$ cat config.mk
export PLATFORM = sky130hd
export DESIGN_NAME = mem_arbiter_flat
export DESIGN_NICKNAME = d
export VERILOG_FILES = /design/src/rtl/mem_arbiter_if.sv /design/src/rtl/mem_arbiter.sv /design/src/flat_wrapper.sv
export SDC_FILE = /design/constraint.sdc
export NUM_CORES = 1
export LEC_CHECK = 0
export ABC_AREA = 1
export CAP_MARGIN = 20
export CELL_PAD_IN_SITES_DETAIL_PLACEMENT = 1
export CELL_PAD_IN_SITES_GLOBAL_PLACEMENT = 1
export CORE_MARGIN = 8
export CORE_UTILIZATION = 25
export CTS_CLUSTER_DIAMETER = 60
export DETAILED_ROUTE_END_ITERATION = 10
export PLACE_DENSITY_LB_ADDON = 0.1
export SYNTH_ARGS = -nofsm -noshare
export SYNTH_HDL_FRONTEND = slang
export SYNTH_SLANG_ARGS = --single-unit
$ cat constraint.sdc
create_clock -name clk -period 2.2 [get_ports clk]
set_clock_uncertainty 0.1 [all_clocks]
set_input_delay 0.55 -clock clk [delete_from_list [all_inputs] [get_ports clk]]
set_output_delay 0.55 -clock clk [all_outputs]
set_load 0.01 [all_outputs]
$ cat src/rtl/mem_arbiter_if.sv
// Bus bundle between the CPU, the video fetch unit, the two byte-wide memory banks and mem_arbiter.
// The slave modport is the arbiter's view; master is the view of everything around it.
interface mem_arbiter_if;
   logic        cpu_req;
   logic        cpu_wr;
   logic        cpu_wide;
   logic [15:0] cpu_addr;
   logic [15:0] cpu_wdata;
   logic        cpu_ack;
   logic        cpu_rvalid;
   logic [15:0] cpu_rdata;

   logic        vid_req;
   logic [14:0] vid_addr;
   logic        vid_ack;
   logic        vid_rvalid;
   logic [15:0] vid_rdata;

   logic [14:0] bank0_addr;
   logic [14:0] bank1_addr;
   logic        bank0_we;
   logic        bank1_we;
   logic [7:0]  bank0_wdata;
   logic [7:0]  bank1_wdata;
   logic [7:0]  bank0_rdata;
   logic [7:0]  bank1_rdata;

   modport slave (
      input  cpu_req, cpu_wr, cpu_wide, cpu_addr, cpu_wdata,
      output cpu_ack, cpu_rvalid, cpu_rdata,
      input  vid_req, vid_addr,
      output vid_ack, vid_rvalid, vid_rdata,
      output bank0_addr, bank1_addr, bank0_we, bank1_we, bank0_wdata, bank1_wdata,
      input  bank0_rdata, bank1_rdata
   );

   modport master (
      output cpu_req, cpu_wr, cpu_wide, cpu_addr, cpu_wdata,
      input  cpu_ack, cpu_rvalid, cpu_rdata,
      output vid_req, vid_addr,
      input  vid_ack, vid_rvalid, vid_rdata,
      input  bank0_addr, bank1_addr, bank0_we, bank1_we, bank0_wdata, bank1_wdata,
      output bank0_rdata, bank1_rdata
   );
endinterface

$ cat src/rtl/mem_arbiter.sv
// Shares the even/odd byte banks between the CPU and video fetch; video has priority,
// but only for a bounded run of grants while the CPU is waiting.
module mem_arbiter #(
   parameter int MAX_VID_RUN = 4
) (
   input  logic          clk,
   input  logic          reset,
   mem_arbiter_if.slave  bus
);

   typedef enum logic {OWNER_CPU, OWNER_VID} owner_t;

   localparam logic [3:0] RUN_MAX = 4'(MAX_VID_RUN);

   logic [3:0]  run_cnt;
   logic        grant_vid;
   logic        grant_cpu;
   logic        pend_valid;
   owner_t      pend_owner;
   logic        pend_wide;
   logic        pend_odd;
   logic        cpu_rvalid_w;
   logic        vid_rvalid_w;
   logic [15:0] rd_word;
   logic [15:0] cpu_rdata_q;
   logic [15:0] vid_rdata_q;
   logic [14:0] cpu_row;
   logic [14:0] cpu_row_inc;
   logic [14:0] b0_addr;
   logic [14:0] b1_addr;
   logic        b0_we;
   logic        b1_we;
   logic [7:0]  b0_wd;
   logic [7:0]  b1_wd;

   // Video wins a contested cycle until it has taken MAX_VID_RUN grants in a row against a waiting CPU.
   always_comb begin
      grant_vid = 1'b0;
      grant_cpu = 1'b0;
      if (!reset) begin
         if (bus.vid_req && (!bus.cpu_req || run_cnt != RUN_MAX)) begin
            grant_vid = 1'b1;
         end else if (bus.cpu_req) begin
            grant_cpu = 1'b1;
         end
      end
   end

   assign cpu_row     = bus.cpu_addr[15:1];
   assign cpu_row_inc = cpu_row + 15'd1;

   // An odd-aligned wide access puts its high byte in the next even byte, i.e. bank0 one row up.
   always_comb begin
      b0_addr = '0;
      b1_addr = '0;
      b0_we   = 1'b0;
      b1_we   = 1'b0;
      b0_wd   = '0;
      b1_wd   = '0;
      if (grant_vid) begin
         b0_addr = bus.vid_addr;
         b1_addr = bus.vid_addr;
      end else if (grant_cpu) begin
         case ({bus.cpu_wide, bus.cpu_addr[0]})
            2'b00: begin
               b0_addr = cpu_row;
               b0_we   = bus.cpu_wr;
               b0_wd   = bus.cpu_wdata[7:0];
            end
            2'b01: begin
               b1_addr = cpu_row;
               b1_we   = bus.cpu_wr;
               b1_wd   = bus.cpu_wdata[7:0];
            end
            2'b10: begin
               b0_addr = cpu_row;
               b0_we   = bus.cpu_wr;
               b0_wd   = bus.cpu_wdata[7:0];
               b1_addr = cpu_row;
               b1_we   = bus.cpu_wr;
               b1_wd   = bus.cpu_wdata[15:8];
            end
            default: begin
               b1_addr = cpu_row;
               b1_we   = bus.cpu_wr;
               b1_wd   = bus.cpu_wdata[7:0];
               b0_addr = cpu_row_inc;
               b0_we   = bus.cpu_wr;
               b0_wd   = bus.cpu_wdata[15:8];
            end
         endcase
      end
   end

   always_comb begin
      case ({pend_wide, pend_odd})
         2'b00:   rd_word = {8'h00, bus.bank0_rdata};
         2'b01:   rd_word = {8'h00, bus.bank1_rdata};
         2'b10:   rd_word = {bus.bank1_rdata, bus.bank0_rdata};
         default: rd_word = {bus.bank0_rdata, bus.bank1_rdata};
      endcase
   end

   // Reset masks a response that was already in flight when it arrived.
   assign cpu_rvalid_w = pend_valid && (pend_owner == OWNER_CPU) && !reset;
   assign vid_rvalid_w = pend_valid && (pend_owner == OWNER_VID) && !reset;

   always_ff @(posedge clk) begin
      if (reset) begin
         run_cnt     <= '0;
         pend_valid  <= 1'b0;
         pend_owner  <= OWNER_CPU;
         pend_wide   <= 1'b0;
         pend_odd    <= 1'b0;
         cpu_rdata_q <= '0;
         vid_rdata_q <= '0;
      end else begin
         if (!bus.cpu_req || grant_cpu) begin
            run_cnt <= '0;
         end else if (grant_vid && run_cnt != RUN_MAX) begin
            run_cnt <= run_cnt + 4'd1;
         end
         pend_valid <= grant_vid || (grant_cpu && !bus.cpu_wr);
         pend_owner <= grant_vid ? OWNER_VID : OWNER_CPU;
         pend_wide  <= grant_vid || bus.cpu_wide;
         pend_odd   <= grant_cpu && bus.cpu_addr[0];
         if (cpu_rvalid_w) begin
            cpu_rdata_q <= rd_word;
         end
         if (vid_rvalid_w) begin
            vid_rdata_q <= rd_word;
         end
      end
   end

   assign bus.cpu_ack     = grant_cpu;
   assign bus.vid_ack     = grant_vid;
   assign bus.cpu_rvalid  = cpu_rvalid_w;
   assign bus.vid_rvalid  = vid_rvalid_w;
   assign bus.cpu_rdata   = reset ? 16'h0000 : (cpu_rvalid_w ? rd_word : cpu_rdata_q);
   assign bus.vid_rdata   = reset ? 16'h0000 : (vid_rvalid_w ? rd_word : vid_rdata_q);
   assign bus.bank0_addr  = b0_addr;
   assign bus.bank1_addr  = b1_addr;
   assign bus.bank0_we    = b0_we;
   assign bus.bank1_we    = b1_we;
   assign bus.bank0_wdata = b0_wd;
   assign bus.bank1_wdata = b1_wd;

endmodule

$ cat src/flat_wrapper.sv
// flat-port wrapper written by rule: the top's interface ports become plain ports
module mem_arbiter_flat 
#(
   parameter int MAX_VID_RUN = 4
)
  (clk, reset, bus_cpu_req, bus_cpu_wr, bus_cpu_wide, bus_cpu_addr, bus_cpu_wdata, bus_cpu_ack, bus_cpu_rvalid, bus_cpu_rdata, bus_vid_req, bus_vid_addr, bus_vid_ack, bus_vid_rvalid, bus_vid_rdata, bus_bank0_addr, bus_bank1_addr, bus_bank0_we, bus_bank1_we, bus_bank0_wdata, bus_bank1_wdata, bus_bank0_rdata, bus_bank1_rdata);
  mem_arbiter_if bus_i ();
  input  logic clk;
  input  logic reset;
  input wire logic [$bits(bus_i.cpu_req)-1:0] bus_cpu_req;
  input wire logic [$bits(bus_i.cpu_wr)-1:0] bus_cpu_wr;
  input wire logic [$bits(bus_i.cpu_wide)-1:0] bus_cpu_wide;
  input wire logic [$bits(bus_i.cpu_addr)-1:0] bus_cpu_addr;
  input wire logic [$bits(bus_i.cpu_wdata)-1:0] bus_cpu_wdata;
  output wire logic [$bits(bus_i.cpu_ack)-1:0] bus_cpu_ack;
  output wire logic [$bits(bus_i.cpu_rvalid)-1:0] bus_cpu_rvalid;
  output wire logic [$bits(bus_i.cpu_rdata)-1:0] bus_cpu_rdata;
  input wire logic [$bits(bus_i.vid_req)-1:0] bus_vid_req;
  input wire logic [$bits(bus_i.vid_addr)-1:0] bus_vid_addr;
  output wire logic [$bits(bus_i.vid_ack)-1:0] bus_vid_ack;
  output wire logic [$bits(bus_i.vid_rvalid)-1:0] bus_vid_rvalid;
  output wire logic [$bits(bus_i.vid_rdata)-1:0] bus_vid_rdata;
  output wire logic [$bits(bus_i.bank0_addr)-1:0] bus_bank0_addr;
  output wire logic [$bits(bus_i.bank1_addr)-1:0] bus_bank1_addr;
  output wire logic [$bits(bus_i.bank0_we)-1:0] bus_bank0_we;
  output wire logic [$bits(bus_i.bank1_we)-1:0] bus_bank1_we;
  output wire logic [$bits(bus_i.bank0_wdata)-1:0] bus_bank0_wdata;
  output wire logic [$bits(bus_i.bank1_wdata)-1:0] bus_bank1_wdata;
  input wire logic [$bits(bus_i.bank0_rdata)-1:0] bus_bank0_rdata;
  input wire logic [$bits(bus_i.bank1_rdata)-1:0] bus_bank1_rdata;
  assign bus_i.cpu_req = bus_cpu_req;
  assign bus_i.cpu_wr = bus_cpu_wr;
  assign bus_i.cpu_wide = bus_cpu_wide;
  assign bus_i.cpu_addr = bus_cpu_addr;
  assign bus_i.cpu_wdata = bus_cpu_wdata;
  assign bus_cpu_ack = bus_i.cpu_ack;
  assign bus_cpu_rvalid = bus_i.cpu_rvalid;
  assign bus_cpu_rdata = bus_i.cpu_rdata;
  assign bus_i.vid_req = bus_vid_req;
  assign bus_i.vid_addr = bus_vid_addr;
  assign bus_vid_ack = bus_i.vid_ack;
  assign bus_vid_rvalid = bus_i.vid_rvalid;
  assign bus_vid_rdata = bus_i.vid_rdata;
  assign bus_bank0_addr = bus_i.bank0_addr;
  assign bus_bank1_addr = bus_i.bank1_addr;
  assign bus_bank0_we = bus_i.bank0_we;
  assign bus_bank1_we = bus_i.bank1_we;
  assign bus_bank0_wdata = bus_i.bank0_wdata;
  assign bus_bank1_wdata = bus_i.bank1_wdata;
  assign bus_i.bank0_rdata = bus_bank0_rdata;
  assign bus_i.bank1_rdata = bus_bank1_rdata;
  mem_arbiter #(.MAX_VID_RUN(MAX_VID_RUN)) u_core (.clk(clk), .reset(reset), .bus(bus_i));
endmodule
* Word-level counts from Yosys, hierarchy flattened
Index checks and enable logic that the tools add are counted.
** Storage, ports and cells
- Flip-flop bits (word level) :: 40
- Input port bits :: 69
- Output and inout port bits :: 84
** Operators by class
- Add/sub/neg operators :: 2
- Bitwise operators :: 1
- Equality and inequality tests :: 5
- Reduce and logical (&&, ||, !) cells :: 19
- Multiplexer cells :: 29
** Operators by type and width (number)
- 2-to-1 mux 15 bit :: 5
- 2-to-1 mux 16 bit :: 4
- case mux 16 bit (3 select lines) :: 1
- 2-to-1 mux 8 bit :: 4
- case mux 8 bit (2 select lines) :: 2
- case mux 15 bit (2 select lines) :: 1
- adder 15 x 1 -> 15 bit (second input constant) :: 1
- 2-to-1 mux 1 bit :: 12
- logical AND 1 bit :: 8
- adder 4 x 1 -> 4 bit (second input constant) :: 1
- equality test 2 x 1 -> 1 bit (second input constant) :: 2
- equality test 2 bit (second input constant) :: 2
- zero test 2 bit :: 2
- logical OR 1 bit :: 4
- inequality test 4 x 3 -> 1 bit (second input constant) :: 1
- OR reduction 2 bit :: 2
- zero test 1 bit :: 3
- inverter 1 bit :: 1

* Depth between registers and ports, before layout
- Word-level depth :: 7
- Depth in mapped cells :: 9
- Depth with buffers taken out :: 8

* Worst setup path before layout
Ideal clock, no wire load.
- Path type :: input port to output port
- Start point :: in bus_cpu_addr[0]
- End point :: out bus_bank1_addr[9]
- Stages :: 6
- Data arrival time :: 1.416 ns
- Data required time :: 1.550 ns
- Path slack :: 0.134 ns
- Cells stage by stage :: buf_2 -> nor2_1 -> inv_1 -> buf_2 -> nand2_1 -> o21ai_0
** Between the ends
- Word-level cells in the longest chain between the ends :: 4
** RTL lines
- start: declaration :: RTL line flat_wrapper.sv:13 : input wire logic [$bits(bus_i.cpu_addr)-1:0] bus_cpu_addr;
- zero test 2 bit :: RTL line mem_arbiter.sv:64 : case ({bus.cpu_wide, bus.cpu_addr[0]})
- 2-to-1 mux 15 bit :: RTL line mem_arbiter.sv:64
- 2-to-1 mux 15 bit :: RTL line mem_arbiter.sv:63 : end else if (grant_cpu) begin
- 2-to-1 mux 15 bit :: RTL line mem_arbiter.sv:60 : if (grant_vid) begin
- end: declaration :: RTL line flat_wrapper.sv:24 : output wire logic [$bits(bus_i.bank1_addr)-1:0] bus_bank1_addr;
Every way passes these cells.

* Worst setup path in the final report
- Start point :: reg u_core.run_cnt[0]
- End point :: out bus_bank1_addr[13]
** Between the ends
- Word-level cells in the longest chain between the ends :: 7
- Elaborated cells on any way between the ends :: 9
- Classes of those cells :: 1 x eq/ne; 6 x mux; 2 x reduce/logical
** RTL lines
- start: declaration :: RTL line mem_arbiter.sv:15 : logic [3:0] run_cnt;
- start signal: assignment :: RTL line mem_arbiter.sv:121 : run_cnt <= run_cnt + 4'd1;
- inequality test 4 x 3 -> 1 bit * :: RTL line mem_arbiter.sv:41 : if (bus.vid_req && (!bus.cpu_req || run_cnt != RUN_MAX)) begin
- logical OR 1 bit * :: RTL line mem_arbiter.sv:41
- logical AND 1 bit * :: RTL line mem_arbiter.sv:41
- 2-to-1 mux 1 bit :: RTL line mem_arbiter.sv:41
- 2-to-1 mux 1 bit :: RTL line mem_arbiter.sv:40 : if (!reset) begin
- 2-to-1 mux 15 bit :: RTL line mem_arbiter.sv:63
- 2-to-1 mux 15 bit * :: RTL line mem_arbiter.sv:60
Every way passes the cells marked *; elsewhere a longest branch is shown, timed or not.

==> impl_metrics.env <==
export IMPL_cts_clk_slew_worst_paths_ns=0.09
export IMPL_cts_tree="built"
export IMPL_die_h_um=120
export IMPL_failed_checks="negative setup slack"
export IMPL_finalWirelength_um=15200
export IMPL_critPathKind="flop to output port"
export IMPL_maxSlewHeadroom_pct=81.0
export IMPL_post_route_cell_area_sq_um=5810
export IMPL_syn2layout_area_growth_pct=114
export IMPL_die_x_um=120
export IMPL_dieArea_sq_um=14500
export IMPL_htreeDepth=2
export IMPL_setup_tns_ns=-4.94
export IMPL_synthesis_nets=516
export IMPL_crit_arrival_ns=1.70
export IMPL_layout_cells_non_filler=826
export IMPL_rows=38
export IMPL_hp_start="u_core.vid_rdata_q[13]"
export IMPL_antenna_found_initial=1
export IMPL_route_detailed_drc=0
export IMPL_p_leak_nw=2.82
export IMPL_r2r_start="u_core.run_cnt[0]"
export IMPL_max_cap_viol_count=0
export IMPL_drt_pass1_iter_count=6
export IMPL_holdPathStages=2
export IMPL_synth_fa_ha_area_share_pct=1.38
export IMPL_post_dp_cell_area_sq_um=4800
export IMPL_slew_viol_final=0
export IMPL_grt_max_degree=17
export IMPL_coreArea_sq_um=10700
export IMPL_use_met1_pct=22.2
export IMPL_grt_pass1_vias=4309
export IMPL_numPortBuffers=152
export IMPL_slowest_stage="dfxtp_2"
export IMPL_synthCells=444
export IMPL_io_pins=153
export IMPL_diodes=0
export IMPL_synthXorXnorAreaFrac_pct=1.61
export IMPL_ys_seq_area_share_pct=29.5
export IMPL_nNetsFinal=757
export IMPL_critPathCaptureType="output port"
export IMPL_place_gp_congestion=0.863
export IMPL_crit_required_ns=1.55
export IMPL_ir_drop_mv=0.248
export IMPL_cts_root_buf="clkbuf_8"
export IMPL_drt_iter0_markers=174
export IMPL_cp_max_fo=5
export IMPL_start_util_pct=25.3
export IMPL_holdPathEnd="u_core.vid_rdata_q[13]"
export IMPL_vias=4021
export IMPL_antenna_left=0
export IMPL_cpLargestDelayFamily="buffers and inverters"
export IMPL_met2_usage_pct=35.4
export IMPL_yosys_warnings=0
export IMPL_setup_viol=49
export IMPL_holdWs_ns=0.385
export IMPL_ctsHoldBuffers=0
export IMPL_clockBufferDepth=2
export IMPL_p_per_area_nw_per_um2=377
export IMPL_finalCritPeriodShare_pct=107
export IMPL_synth_compound_area_share_pct=17.5
export IMPL_drive_gt1_share_pct=51.2
export IMPL_crit_chain="inv_2 > ha_4 > nand4_4 > buf_6 > nand3_4 > inv_6 > clkbuf_16 > nand2_4 > o21ai_2 > buf_2"
export IMPL_hold_viol=0
export IMPL_top_usage_layer="met2"
export IMPL_worst_slew_pin_slew_ns=0.282
export IMPL_grt_overflow=0
export IMPL_synth_mux_area_share_pct=0
export IMPL_synth_simple_area_share_pct=37.1
export IMPL_fin_ws_ns=-0.145
export IMPL_clock_latency_ns=0.31
export IMPL_yosysUniqueCellTypes=30
export IMPL_netlist_area_sq_um=2720
export IMPL_slowest_delay_ns=0.33
export IMPL_max_freq_mhz=426
export IMPL_hold_path_class="flop to flop"
export IMPL_start_kind="flop"
export IMPL_rsz0062_at_grt="yes"
export IMPL_numCtsBuffers=5
export IMPL_status="finished with violations"
export IMPL_grt_pass1_wl_um=23000
export IMPL_synth_top_family_by_area="simple AND/OR/NAND/NOR gates"
export IMPL_dp_cells=780
export IMPL_worst_r2r_cell_count=11
export IMPL_r2r_end="u_core.run_cnt[1]"
export IMPL_synth_seq_cells=40
export IMPL_cts_sinks=40
export IMPL_r2r_setup_slack_ns=0.44
export IMPL_period_minus_slack_ns=2.35
export IMPL_viasPerCell=4.87
export IMPL_wire_per_inst_um=18.4
export IMPL_crit_buf_inv=5
export IMPL_grt_usage_pct=19.7
export IMPL_hpwlAfterDp_um=10700
export IMPL_synth_avg_cell_area_sq_um=6.12
export IMPL_met3_usage_pct=5.97
[sequential cells by signal (all words and copies together), names as in the netlist]
signal,flops
u_core.pend_odd,1
u_core.pend_valid,1
u_core.cpu_rdata_q,16
u_core.pend_wide,1
u_core.vid_rdata_q,16
u_core.run_cnt,4
u_core.pend_owner,1
[through the flow]
step,power [mW],util [%],worst slack (ns)
floorplan,1.01,-,0.134
finish,2.19,54.0,-0.145
CTS,2.12,50.5,-0.166
global route,2.30,54.0,-0.223
detailed placement,1.42,44.7,-0.997
global placement,1.41,44.7,-0.927
[cell usage after synthesis (all sizes together)]
cell type,instances,area share (%)
nand4,5,1.7
o21ai,65,12
inv,60,8.3
dfxtp,40,29
o211ai,1,0.28
nor3,2,0.55
nor2,49,7.9
o22ai,6,1.4
xnor2,2,0.64
clkbuf,6,0.83
nand2,105,15
a21oi,21,3.9
ha,3,1.4
clkinv,2,0.46
nand3,61,12
buf,13,3.4
xor2,3,0.97
[worst max-delay path by stage]
stage	startpoint	slack, ns	cells past startpoint	endpoint
after floorplan	bus_cpu_addr[0]	0.13	6	bus_bank1_addr[9]
after global placement	bus_cpu_addr[2]	-0.93	11	bus_bank0_addr[13]
after detailed placement	bus_cpu_addr[1]	-1.0	9	bus_bank0_addr[10]
after CTS	u_core.run_cnt[1]	-0.17	9	bus_bank1_wdata[7]
after global routing	u_core.run_cnt[0]	-0.22	10	bus_bank1_addr[1]
final	u_core.run_cnt[0]	-0.15	10	bus_bank1_addr[13]
[logic make-up (layout without fill, tap and decap cells)]
| family | count (synthesis) | in the layout |
|---|---|---|
| compound gates | 93 | 93 |
| fa+ha+maj | 3 | 3 |
| simple gates | 222 | 223 |
| flops | 40 | 40 |
| xor+xnor | 5 | 5 |
| buf+inv | 81 | 322 |
[layer usage]
| layer | wire, um | vias up |
|---|---|---|
| li1 | - | 1939 |
| met1 | 6050 | 1934 |
| met2 | 7710 | 122 |
| met3 | 1130 | 24 |
| met4 | 276 | 2 |
| met5 | 11 | - |
[cells in the final DEF (no fill, tap or decap), types with 22 or more instances in the layout]
cell type         n
clkdlybuf4s50_1  34
o21ai_1          22
buf_4            70
o21ai_2          34
nand2_1          81
buf_2            62
inv_1            43
nor2_1           28
nand3_1          45
buf_6            38
dfxtp_1          34
dlygate4sd2_1    24
[where the power goes]
group | internal [mW] | switching [mW] | total [mW]
Clock | 0.342 | 0.303 | 0.646
Combinational | 0.368 | 0.412 | 0.780
Sequential | 0.750 | 0.0147 | 0.765
[tightest hold or removal path, stage by stage, from the launching register on]
cell and delay (ns):
dfxtp_1 0.31, nand3_1 0.08, o21ai_2 0.06
[repair_timing]
item | CTS | global route
gates resized for setup | 595 | 101
pin swaps | 43 | 16
buffers inserted | 24 | 6
setup endpoints to repair | 84 | 73
cloned | 5 | 3
[area by class of cell]
| class | instances | area (sq um) |
|---|---|---|
| clock inverters | 3 | 46.3 |
| flip-flops and latches | 40 | 813 |
| well taps | 140 | 175 |
| inverters | 62 | 273 |
| repair inverters | 2 | 18.8 |
| multi-input cells | 324 | 2230 |
| fillers | 1367 | 4940 |
| repair buffers | 250 | 2180 |
| clock buffers | 5 | 68.8 |
Note: power is estimated with default switching activity, not from simulation.
